$ cat config.mk
export PLATFORM = sky130hd
export DESIGN_NAME = booth_mult_seq
export DESIGN_NICKNAME = d
export VERILOG_FILES = /design/src/rtl/booth_pkg.sv /design/src/rtl/booth_recoder.sv /design/src/rtl/booth_mult_seq.sv
export SDC_FILE = /design/constraint.sdc
export NUM_CORES = 1
export LEC_CHECK = 0
export ABC_AREA = 1
export CORE_MARGIN = 5
export CORE_UTILIZATION = 60
export DETAILED_ROUTE_END_ITERATION = 12
export PLACE_DENSITY_LB_ADDON = 0.1
export SYNTH_ARGS = -nofsm -noshare
export SYNTH_HDL_FRONTEND = slang
export SYNTH_HIERARCHICAL = 1
export SYNTH_SLANG_ARGS = --single-unit
$ cat constraint.sdc
create_clock -name clk -period 6.8 [get_ports clk]
set_clock_uncertainty 0.2 [all_clocks]
set_input_delay 1.36 -clock clk [delete_from_list [all_inputs] [get_ports clk]]
set_output_delay 1.36 -clock clk [all_outputs]
set_load 0.01 [all_outputs]
$ cat src/rtl/booth_pkg.sv
// Shared types and helpers for the sequential Booth multiplier.
// BOOTH_RADIX4_EN selects the radix-4 datapath; undefined gives radix-2.
package booth_pkg;

    typedef logic [1:0] state_t;

    localparam state_t ST_IDLE = 2'd0;
    localparam state_t ST_RUN  = 2'd1;
    localparam state_t ST_DONE = 2'd2;

    typedef enum logic [2:0] {
        DIG_ZERO   = 3'd0,
        DIG_PLUS1  = 3'd1,
        DIG_MINUS1 = 3'd2,
        DIG_PLUS2  = 3'd3,
        DIG_MINUS2 = 3'd4
    } booth_digit_t;

`ifdef BOOTH_RADIX4_EN
    localparam bit BOOTH_R4 = 1'b1;
`else
    localparam bit BOOTH_R4 = 1'b0;
`endif

    // One step per recoded digit: the extended multiplier has width+1 (radix-2)
    // or width+2 (radix-4) bits, consumed 1 or 2 bits per step.
    function automatic int booth_iters(input int width, input bit radix4);
        if (radix4) begin
            return width / 2 + 1;
        end else begin
            return width + 1;
        end
    endfunction

endpackage

$ cat src/rtl/booth_recoder.sv
// Booth digit recoder: multiplier window -> digit and signed multiplicand multiple.
// Window is {q1,q0,q-1} when BOOTH_RADIX4_EN is defined, {q0,q-1} otherwise.
module booth_recoder
    import booth_pkg::*;
#(
    parameter int EW = 9
) (
    input  logic [(BOOTH_R4 ? 3 : 2)-1:0] bits,
    input  logic [EW-1:0]                 mcand,
    output booth_digit_t                  digit,
    output logic [EW+1:0]                 multiple
);

    logic [EW+1:0] m_ext_s;
    logic [EW+1:0] neg_s;

    assign m_ext_s = {{2{mcand[EW-1]}}, mcand};
    assign neg_s   = (~m_ext_s) + {{(EW+1){1'b0}}, 1'b1};

    // Window to digit decode.
    always_comb begin
        digit = DIG_ZERO;
`ifdef BOOTH_RADIX4_EN
        case (bits)
            3'b000, 3'b111: digit = DIG_ZERO;
            3'b001, 3'b010: digit = DIG_PLUS1;
            3'b011:         digit = DIG_PLUS2;
            3'b100:         digit = DIG_MINUS2;
            3'b101, 3'b110: digit = DIG_MINUS1;
            default:        digit = DIG_ZERO;
        endcase
`else
        case (bits)
            2'b00, 2'b11: digit = DIG_ZERO;
            2'b01:        digit = DIG_PLUS1;
            2'b10:        digit = DIG_MINUS1;
            default:      digit = DIG_ZERO;
        endcase
`endif
    end

    // Digit to multiplicand multiple, two guard bits wide so 2*M never wraps.
    always_comb begin
        multiple = {(EW+2){1'b0}};
        case (digit)
            DIG_ZERO:   multiple = {(EW+2){1'b0}};
            DIG_PLUS1:  multiple = m_ext_s;
            DIG_MINUS1: multiple = neg_s;
            DIG_PLUS2:  multiple = {m_ext_s[EW:0], 1'b0};
            DIG_MINUS2: multiple = {neg_s[EW:0], 1'b0};
            default:    multiple = {(EW+2){1'b0}};
        endcase
    end

endmodule

$ cat src/rtl/booth_mult_seq.sv
// Sequential Booth multiplier with start/ready/done handshake and signed/unsigned mode.
// Define BOOTH_RADIX4_EN for the radix-4 datapath (fewer cycles, same results).
module booth_mult_seq
    import booth_pkg::*;
#(
    parameter int WIDTH = 8
) (
    input  logic               clk,
    input  logic               rst_n,
    input  logic               start,
    input  logic               signed_mode,
    input  logic [WIDTH-1:0]   a,
    input  logic [WIDTH-1:0]   b,
    output logic               ready,
    output logic               busy,
    output logic               done,
    output logic [2*WIDTH-1:0] product
);

    localparam int SH  = BOOTH_R4 ? 2 : 1;
    localparam int EW  = WIDTH + SH;
    localparam int HW  = EW + 2;
    localparam int NIT = booth_iters(WIDTH, BOOTH_R4);
    localparam int CW  = $clog2(NIT + 1);

    localparam logic [CW-1:0] CNT_ONE  = {{(CW-1){1'b0}}, 1'b1};
    localparam logic [CW-1:0] CNT_INIT = CW'(NIT);

    state_t              state_r;
    state_t              state_nxt_s;
    logic [CW-1:0]       cnt_r;
    logic [EW-1:0]       mcand_r;
    logic [HW-1:0]       hi_r;
    logic [EW-1:0]       lo_r;
    logic                qm1_r;
    logic [2*WIDTH-1:0]  product_r;
    logic                ready_r;
    logic                busy_r;
    logic                done_r;

    logic [EW-1:0]       a_ext_s;
    logic [EW-1:0]       b_ext_s;
    logic [SH:0]         rec_bits_s;
    booth_digit_t        digit_s;
    logic [HW-1:0]       multiple_s;
    logic [HW-1:0]       sum_s;
    logic signed [HW+EW-1:0] shifted_s;

    // Unsigned operands get zero guard bits so signed recoding still sees a positive value.
    assign a_ext_s    = {{SH{signed_mode & a[WIDTH-1]}}, a};
    assign b_ext_s    = {{SH{signed_mode & b[WIDTH-1]}}, b};
    assign rec_bits_s = {lo_r[SH-1:0], qm1_r};

    booth_recoder #(
        .EW (EW)
    ) u_recoder (
        .bits     (rec_bits_s),
        .mcand    (mcand_r),
        .digit    (digit_s),
        .multiple (multiple_s)
    );

    // Partial-product add on the high half of the accumulator.
    always_comb begin
        if (digit_s == DIG_ZERO) begin
            sum_s = hi_r;
        end else begin
            sum_s = hi_r + multiple_s;
        end
    end

    assign shifted_s = $signed({sum_s, lo_r}) >>> SH;

    // Next-state logic.
    always_comb begin
        state_nxt_s = state_r;
        case (state_r)
            ST_IDLE: begin
                if (start) begin
                    state_nxt_s = ST_RUN;
                end else begin
                    state_nxt_s = ST_IDLE;
                end
            end
            ST_RUN: begin
                if (cnt_r == CNT_ONE) begin
                    state_nxt_s = ST_DONE;
                end else begin
                    state_nxt_s = ST_RUN;
                end
            end
            ST_DONE: state_nxt_s = ST_IDLE;
            default: state_nxt_s = ST_IDLE;
        endcase
    end

    // State register and handshake flags, registered from the next state.
    always_ff @(posedge clk or negedge rst_n) begin
        if (!rst_n) begin
            state_r <= ST_IDLE;
            ready_r <= 1'b1;
            busy_r  <= 1'b0;
            done_r  <= 1'b0;
        end else begin
            state_r <= state_nxt_s;
            ready_r <= (state_nxt_s == ST_IDLE);
            busy_r  <= (state_nxt_s != ST_IDLE);
            done_r  <= (state_nxt_s == ST_DONE);
        end
    end

    // Operand capture, Booth iteration and result latch on the last step.
    always_ff @(posedge clk or negedge rst_n) begin
        if (!rst_n) begin
            cnt_r     <= {CW{1'b0}};
            mcand_r   <= {EW{1'b0}};
            hi_r      <= {HW{1'b0}};
            lo_r      <= {EW{1'b0}};
            qm1_r     <= 1'b0;
            product_r <= {(2*WIDTH){1'b0}};
        end else begin
            case (state_r)
                ST_IDLE: begin
                    if (start) begin
                        mcand_r <= a_ext_s;
                        lo_r    <= b_ext_s;
                        hi_r    <= {HW{1'b0}};
                        qm1_r   <= 1'b0;
                        cnt_r   <= CNT_INIT;
                    end
                end
                ST_RUN: begin
                    hi_r  <= shifted_s[HW+EW-1:EW];
                    lo_r  <= shifted_s[EW-1:0];
                    qm1_r <= lo_r[SH-1];
                    cnt_r <= cnt_r - CNT_ONE;
                    if (cnt_r == CNT_ONE) begin
                        product_r <= shifted_s[2*WIDTH-1:0];
                    end
                end
                default: begin
                end
            endcase
        end
    end

    assign ready   = ready_r;
    assign busy    = busy_r;
    assign done    = done_r;
    assign product = product_r;

endmodule
==> flow_metrics.env, run 1 <==
export IMPL_status="finished clean"
export IMPL_die_h_microns=83.8
export IMPL_timing_slew_headroom_pct=55.5
export IMPL_netlist_area_sq_mm=0.00327
export IMPL_required_ps=5240
export IMPL_finalHoldViolations=0
export IMPL_yosysTopAreaCell="dfrtp_1"
export IMPL_nFillCells=419
export IMPL_drt_initial_drc_count=189
export IMPL_avgSynthCellArea_sq_um=7.63
export IMPL_via_count=2852
export IMPL_leakagePower_nw=1.87
export IMPL_nNetsFinal=499
export IMPL_synth_seq_cells=54
export IMPL_fmax_ghz=0.342
export IMPL_synth_edf_count=0
export IMPL_ys_flop_type="dfrtp_1"
export IMPL_syn_to_final_growth_pct=14.7
export IMPL_num_antenna_cells=0
export IMPL_tns_ps=0
export IMPL_totalWireLength_microns=7410
export IMPL_crit_arrival_ps=1370
export IMPL_ys_warn_count=6
export IMPL_grt_max_degree=55
export IMPL_path_cells="clkdlybuf4s50_1"
export IMPL_dieArea_sq_mm=0.00703
export IMPL_grt_usage_pct=21.8
export IMPL_place_area_sq_mm=0.00364
export IMPL_gp_congestion=0.878
export IMPL_setup_violations=0
export IMPL_cts_buffers=5
export IMPL_ioPinCount=39
export IMPL_pwr_share_comb_pct=54.0
export IMPL_port_buffers=38
export IMPL_cellPowerDensity_mw_per_mm2=477
export IMPL_cap_viol_max_count=0
export IMPL_critPathMaxFanout=1
export IMPL_clk_path_buf_depth=2
export IMPL_swShare_pct=46.4
export IMPL_synth_async_sr_flop_share_pct=100
export IMPL_grt_pass1_wl_microns=12500
export IMPL_rsz0062_at_grt="false"
export IMPL_seqPwrFrac_pct=33.5
export IMPL_crit_family="flip-flops"
export IMPL_min_period_over_period_pct=43.0
export IMPL_ctsHoldBuffers=0
export IMPL_synth_most_common_cell="nand2_1"
export IMPL_critPathLaunchType="flop"
export IMPL_wire_per_inst_microns=13.9
export IMPL_htreeDepth=2
export IMPL_overflow=0
export IMPL_routed_via_density=5.35
export IMPL_coreArea_sq_mm=0.00520
export IMPL_clock_root_buffer="clkbuf_8"
export IMPL_grt_pass1_vias=2659
export IMPL_start_util_pct=62.9
export IMPL_switchingPower_uw=832
export IMPL_cts_resized=0
export IMPL_antenna_found_initial=0
export IMPL_ant_nets=0
export IMPL_drc_errors=0
export IMPL_ys_types=42
export IMPL_design_area_sq_mm=0.00375
export IMPL_clk_pin_slew_worst_paths_ps=100
export IMPL_rows=26
export IMPL_ir_drop_uv=269
export IMPL_internal_power_uw=959
export IMPL_ys_seq_area_share_pct=41.3
export IMPL_post_cts_setup_buffers=0
export IMPL_slew_violations=0
export IMPL_seq_area_sq_mm=0.00135
export IMPL_min_path_type="reg2reg"
export IMPL_fp_dieW_microns=83.8
export IMPL_post_route_min_period_ps=2930
export IMPL_drive_gt1_share_pct=9.50
export IMPL_critPathSlowestCell="dfstp_2"
export IMPL_syn_nets=466
export IMPL_firstDrtPassIters=5
export IMPL_synth_top_area_share_pct=40.5
export IMPL_cts_tree="yes"
export IMPL_synth_common_cells="nand2_1, dfrtp_1, inv_1, nand3_1, nor2_1"
export IMPL_clk_latency_ps=320
export IMPL_end_kind="output pin"
export IMPL_worst_slew_pin_slew_ps=667
export IMPL_synth_cells=429
export IMPL_clock_sinks=54
export IMPL_max_stage_delay_ps=530
export IMPL_synthTopCellsByArea="dfrtp_1, nand2_1, ha_1"
export IMPL_p_clk_share_pct=12.5
export IMPL_multiInputGateArea_sq_mm=0.00163
export IMPL_crit_type="reg2out"
export IMPL_post_dp_hpwl_microns=5580
export IMPL_critPathBufInv=1
layer usage:
metal  track usage [%]  up-vias  share of wire [%]
li1                  -     1439                  -
met1              30.5     1314                 46
met2              34.1       81                 46
met3              4.34       18                5.6
met4              6.87        0                1.8
met5                 0        -                  0
cell type report:
class | count | share of cell area (%)
timing repair buffer | 39 | 10.2
tap | 70 | 2.33
sequential | 54 | 36.0
clock inverter | 3 | 1.27
multi-input combinational | 315 | 43.5
clock buffer | 5 | 1.83
inverter | 47 | 4.80
worst paths after layout:
| check | slack (ps) | start | end | cells after the start |
|---|---|---|---|---|
| setup / recovery | 3870 | ready | ready | 1 |
| hold / removal | 280 | product[1] | product[1] | 2 |
| setup reg to reg | 3940 | lo_r[0] | hi_r[6] | 15 |
| hold reg to reg | 280 | product[1] | product[1] | 2 |
| max in group asynchronous | 5000 | rst_n | hi_r[2] | 2 |
| min in group asynchronous | 940 | rst_n | hi_r[8] | 2 |
placed cells by master, fill, tap and decap left out, drive strengths merged, types with 3 or more instances in the layout:
| cell | count |
|---|---|
| a31oi | 5 |
| nand4 | 4 |
| o22ai | 4 |
| or2 | 3 |
| clkdlybuf4s50 | 37 |
| nand2 | 169 |
| clkinv | 3 |
| clkbuf | 5 |
| o21ai | 24 |
| a21oi | 14 |
| a22oi | 4 |
| ha | 16 |
| inv | 46 |
| nand3 | 31 |
| dfrtp | 53 |
| nor2 | 26 |
state kept, by name, indices dropped and copies added, names as in the netlist, 2 cells and up:
signal and count:
mcand_r 9, product 16, lo_r 9, cnt_r 4
hi_r 10, state_r 2
cells by family after synthesis:
logic type / share of synthesized area, %
AND/OR/NAND/NOR: 30.7
buffers and inverters: 8.76
AO/OA/AOI/OAI: 11.2
flip-flops: 41.3
adder cells (fa/ha/maj): 6.73
XOR/XNOR: 0.803
other: 0.115
multiplexers: 0.306
metrics by stage:
stage / power (mW) / worst slack (ps) / std cells / hold WS [ps] / util, %
after detailed placement: 1.57 / 3810 / 525 / 258 / 69.9
after global placement: 1.53 / 3820 / 525 / 253 / 69.9
after CTS: 1.79 / 3870 / 533 / 283 / 72.1
after floorplan: 1.29 / 4290 / 429 / 259 / -
final: 1.79 / 3870 / 533 / 282 / 72.1
after global routing: 1.95 / 3710 / 533 / 314 / 72.1
power by group through the flow:
stage                     clock (mW)  combinational (mW)  sequential (mW)
after floorplan                    0               0.701            0.592
after global placement             0               0.931            0.600
after detailed placement           0               0.962            0.604
after CTS                      0.223               0.969            0.599
after global routing           0.239                1.10            0.619
final                          0.223               0.968            0.600
No activity file was read; power rests on OpenSTA's default activity.
==> run 2, diff against run 1 <==
--- a/config.mk
+++ b/config.mk
@@ -7,7 +7,7 @@
 export LEC_CHECK = 0
 export ABC_AREA = 1
 export CORE_MARGIN = 5
-export CORE_UTILIZATION = 60
+export CORE_UTILIZATION = 51
 export DETAILED_ROUTE_END_ITERATION = 12
 export PLACE_DENSITY_LB_ADDON = 0.1
 export SYNTH_ARGS = -nofsm -noshare
==> constraint.sdc (replaced) <==
create_clock -name clk -period 2.5 [get_ports clk]
set_clock_uncertainty 0.2 [all_clocks]
set_input_delay 0.5 -clock clk [delete_from_list [all_inputs] [get_ports clk]]
set_output_delay 0.5 -clock clk [all_outputs]
set_load 0.01 [all_outputs]
==> flow_metrics.env, run 2 (synthesis results as in run 1) <==
export IMPL_clock_root_buffer="clkbuf_8"
export IMPL_path_cells="buf_4 > ha_4 > buf_4 > nand2_1 > a31oi_4 > ha_1 > nand3_4 > nand4_1 > nand2_1 > o22ai_1 > o21ai_0"
export IMPL_finalHoldViolations=0
export IMPL_coreArea_sq_mm=0.00628
export IMPL_drc_errors=0
export IMPL_grt_pass1_vias=2856
export IMPL_clk_latency_ps=310
export IMPL_dp_cells=552
export IMPL_overflow=0
export IMPL_status="finished, violations left"
export IMPL_crit_type="reg2reg"
export IMPL_htreeDepth=2
export IMPL_syn_to_final_growth_pct=34.7
export IMPL_rr_endpoint="hi_r[2]"
export IMPL_nNetsFinal=531
export IMPL_wire_per_inst_microns=15.4
export IMPL_setup_violations=1
export IMPL_rsz0062_at_grt="true"
export IMPL_min_path_type="reg2reg"
export IMPL_crit_family="compound AO/OA/AOI/OAI gates"
export IMPL_critPathMaxFanout=4
export IMPL_drt_met1_wl_microns=3850
export IMPL_dieArea_sq_mm=0.00812
export IMPL_critPathLaunchType="flop"
export IMPL_cellPowerDensity_mw_per_mm2=1340
export IMPL_required_ps=2480
export IMPL_hold_path_startpoint="product[0]"
export IMPL_gp_congestion=0.934
export IMPL_fp_dieW_microns=90.1
export IMPL_violations="setup timing"
export IMPL_ir_drop_uv=797
export IMPL_largest_register_ffs=16
export IMPL_clock_sinks=54
export IMPL_fmax_ghz=0.391
export IMPL_drive_gt1_share_pct=28.3
export IMPL_final_common_cell="nand2_1"
export IMPL_max_stage_delay_ps=420
export IMPL_min_period_over_period_pct=102
export IMPL_drt_initial_drc_count=176
export IMPL_ant_nets=0
export IMPL_hold_path_end="product[0]"
export IMPL_cts_buffers=5
export IMPL_ioPinCount=39
export IMPL_clk_pin_slew_worst_paths_ps=100
export IMPL_tns_ps=-55.3
export IMPL_timing_reg2reg_setup_slack_ps=-60
export IMPL_routed_via_density=5.35
export IMPL_rows=29
export IMPL_die_h_microns=90.1
export IMPL_leakagePower_nw=2.08
export IMPL_clk_path_buf_depth=2
export IMPL_start_util_pct=52.1
export IMPL_firstDrtPassIters=4
export IMPL_slew_violations=0
export IMPL_grt_pass1_wl_microns=13200
export IMPL_totalWireLength_microns=8840
export IMPL_crit_arrival_ps=2540
export IMPL_grt_max_degree=55
export IMPL_post_route_min_period_ps=2560
export IMPL_cap_viol_max_count=0
export IMPL_wl_met3_microns=353
export IMPL_post_dp_hpwl_microns=5680
export IMPL_setup_slack_ps=-55.3
export IMPL_dr_wl_met2_microns=4500
export IMPL_holdWs_ps=282
export IMPL_critPathSlowestCell="dfrtp_1"
export IMPL_r2r_start="qm1_r"
export IMPL_port_buffers=38
export IMPL_grt_usage_pct=19.4
export IMPL_min_path_cells=2
export IMPL_num_antenna_cells=0
export IMPL_cts_tree="yes"
export IMPL_dr_max_layer_used="met4"
export IMPL_critPathBufInv=2
export IMPL_reg2reg_depth=11
export IMPL_antenna_found_initial=0
export IMPL_fin_cells=572
export IMPL_via_count=3058
export IMPL_mostFrequentLayoutCells="nand2_1, dfrtp_1, clkdlybuf4s50_1"
export IMPL_pre_cts_slack_ps=-108
export IMPL_end_kind="flop"
-- run 2: cell type report --
cell class | instances | area, sq um
Fill cell | 482 | 1870
Inverter | 47 | 183
Clock inverter | 3 | 43.8
Timing Repair Buffer | 71 | 646
Clock buffer | 5 | 68.8
Tap cell | 77 | 96.3
Multi-Input combinational cell | 315 | 2010
Sequential cell | 54 | 1360
-- run 2: layer usage --
| layer | global-route usage [%] | up-vias |
|---|---|---|
| met5 | 0 | - |
| met2 | 32.7 | 72 |
| met1 | 26.5 | 1475 |
| met4 | 4.96 | 0 |
| li1 | - | 1500 |
| met3 | 2.09 | 11 |
-- run 2: worst reg2reg max path, stage by stage (launching register included) --
cell,delay (ps)
dfrtp_1,420
buf_4,160
ha_4,170
buf_4,150
nand2_1,120
a31oi_4,120
ha_1,360
nand3_4,100
nand4_1,90
nand2_1,70
o22ai_1,340
o21ai_0,130
-- run 2: timing repair --
action                                 in CTS  in global routing
endpoints found under the hold margin      53                  0
pin swaps                                   2                 33
buffers inserted                            1                 10
hold buffers                                1                  0
setup endpoints to repair                  13                 17
gates resized for setup                    10                 79
-- run 2: worst max-delay path by stage --
| stage | from | end | slack (ps) | cells after the start |
|---|---|---|---|---|
| after floorplan | lo_r[0] | hi_r[6] | 90 | 16 |
| after global placement | lo_r[0] | hi_r[9] | -60 | 15 |
| after detailed placement | lo_r[0] | hi_r[9] | -110 | 15 |
| after CTS | lo_r[0] | hi_r[9] | 9 | 15 |
| after global routing | mcand_r[1] | hi_r[6] | -110 | 17 |
| final | qm1_r | hi_r[2] | -60 | 11 |
-- run 2: through the flow --
| stage | power (mW) | util (%) | cell area, sq um |
|---|---|---|---|
| 2_1_floorplan | 3.52 | - | 3270 |
| 3_3_place_gp | 4.39 | 60.7 | 3810 |
| 3_5_place_dp | 4.45 | 60.7 | 3810 |
| 4_1_cts | 5.13 | 63.2 | 3970 |
| 5_1_grt | 6.35 | 70.2 | 4410 |
| 6_report | 5.91 | 70.2 | 4410 |
-- run 2: where the power goes --
part | total (mW) | leakage, nW | switching [mW] | internal [mW]
combinational | 3.64 | 1.36 | 2.05 | 1.59
clock | 0.608 | 0.0585 | 0.307 | 0.301
sequential | 1.67 | 0.668 | 0.386 | 1.28
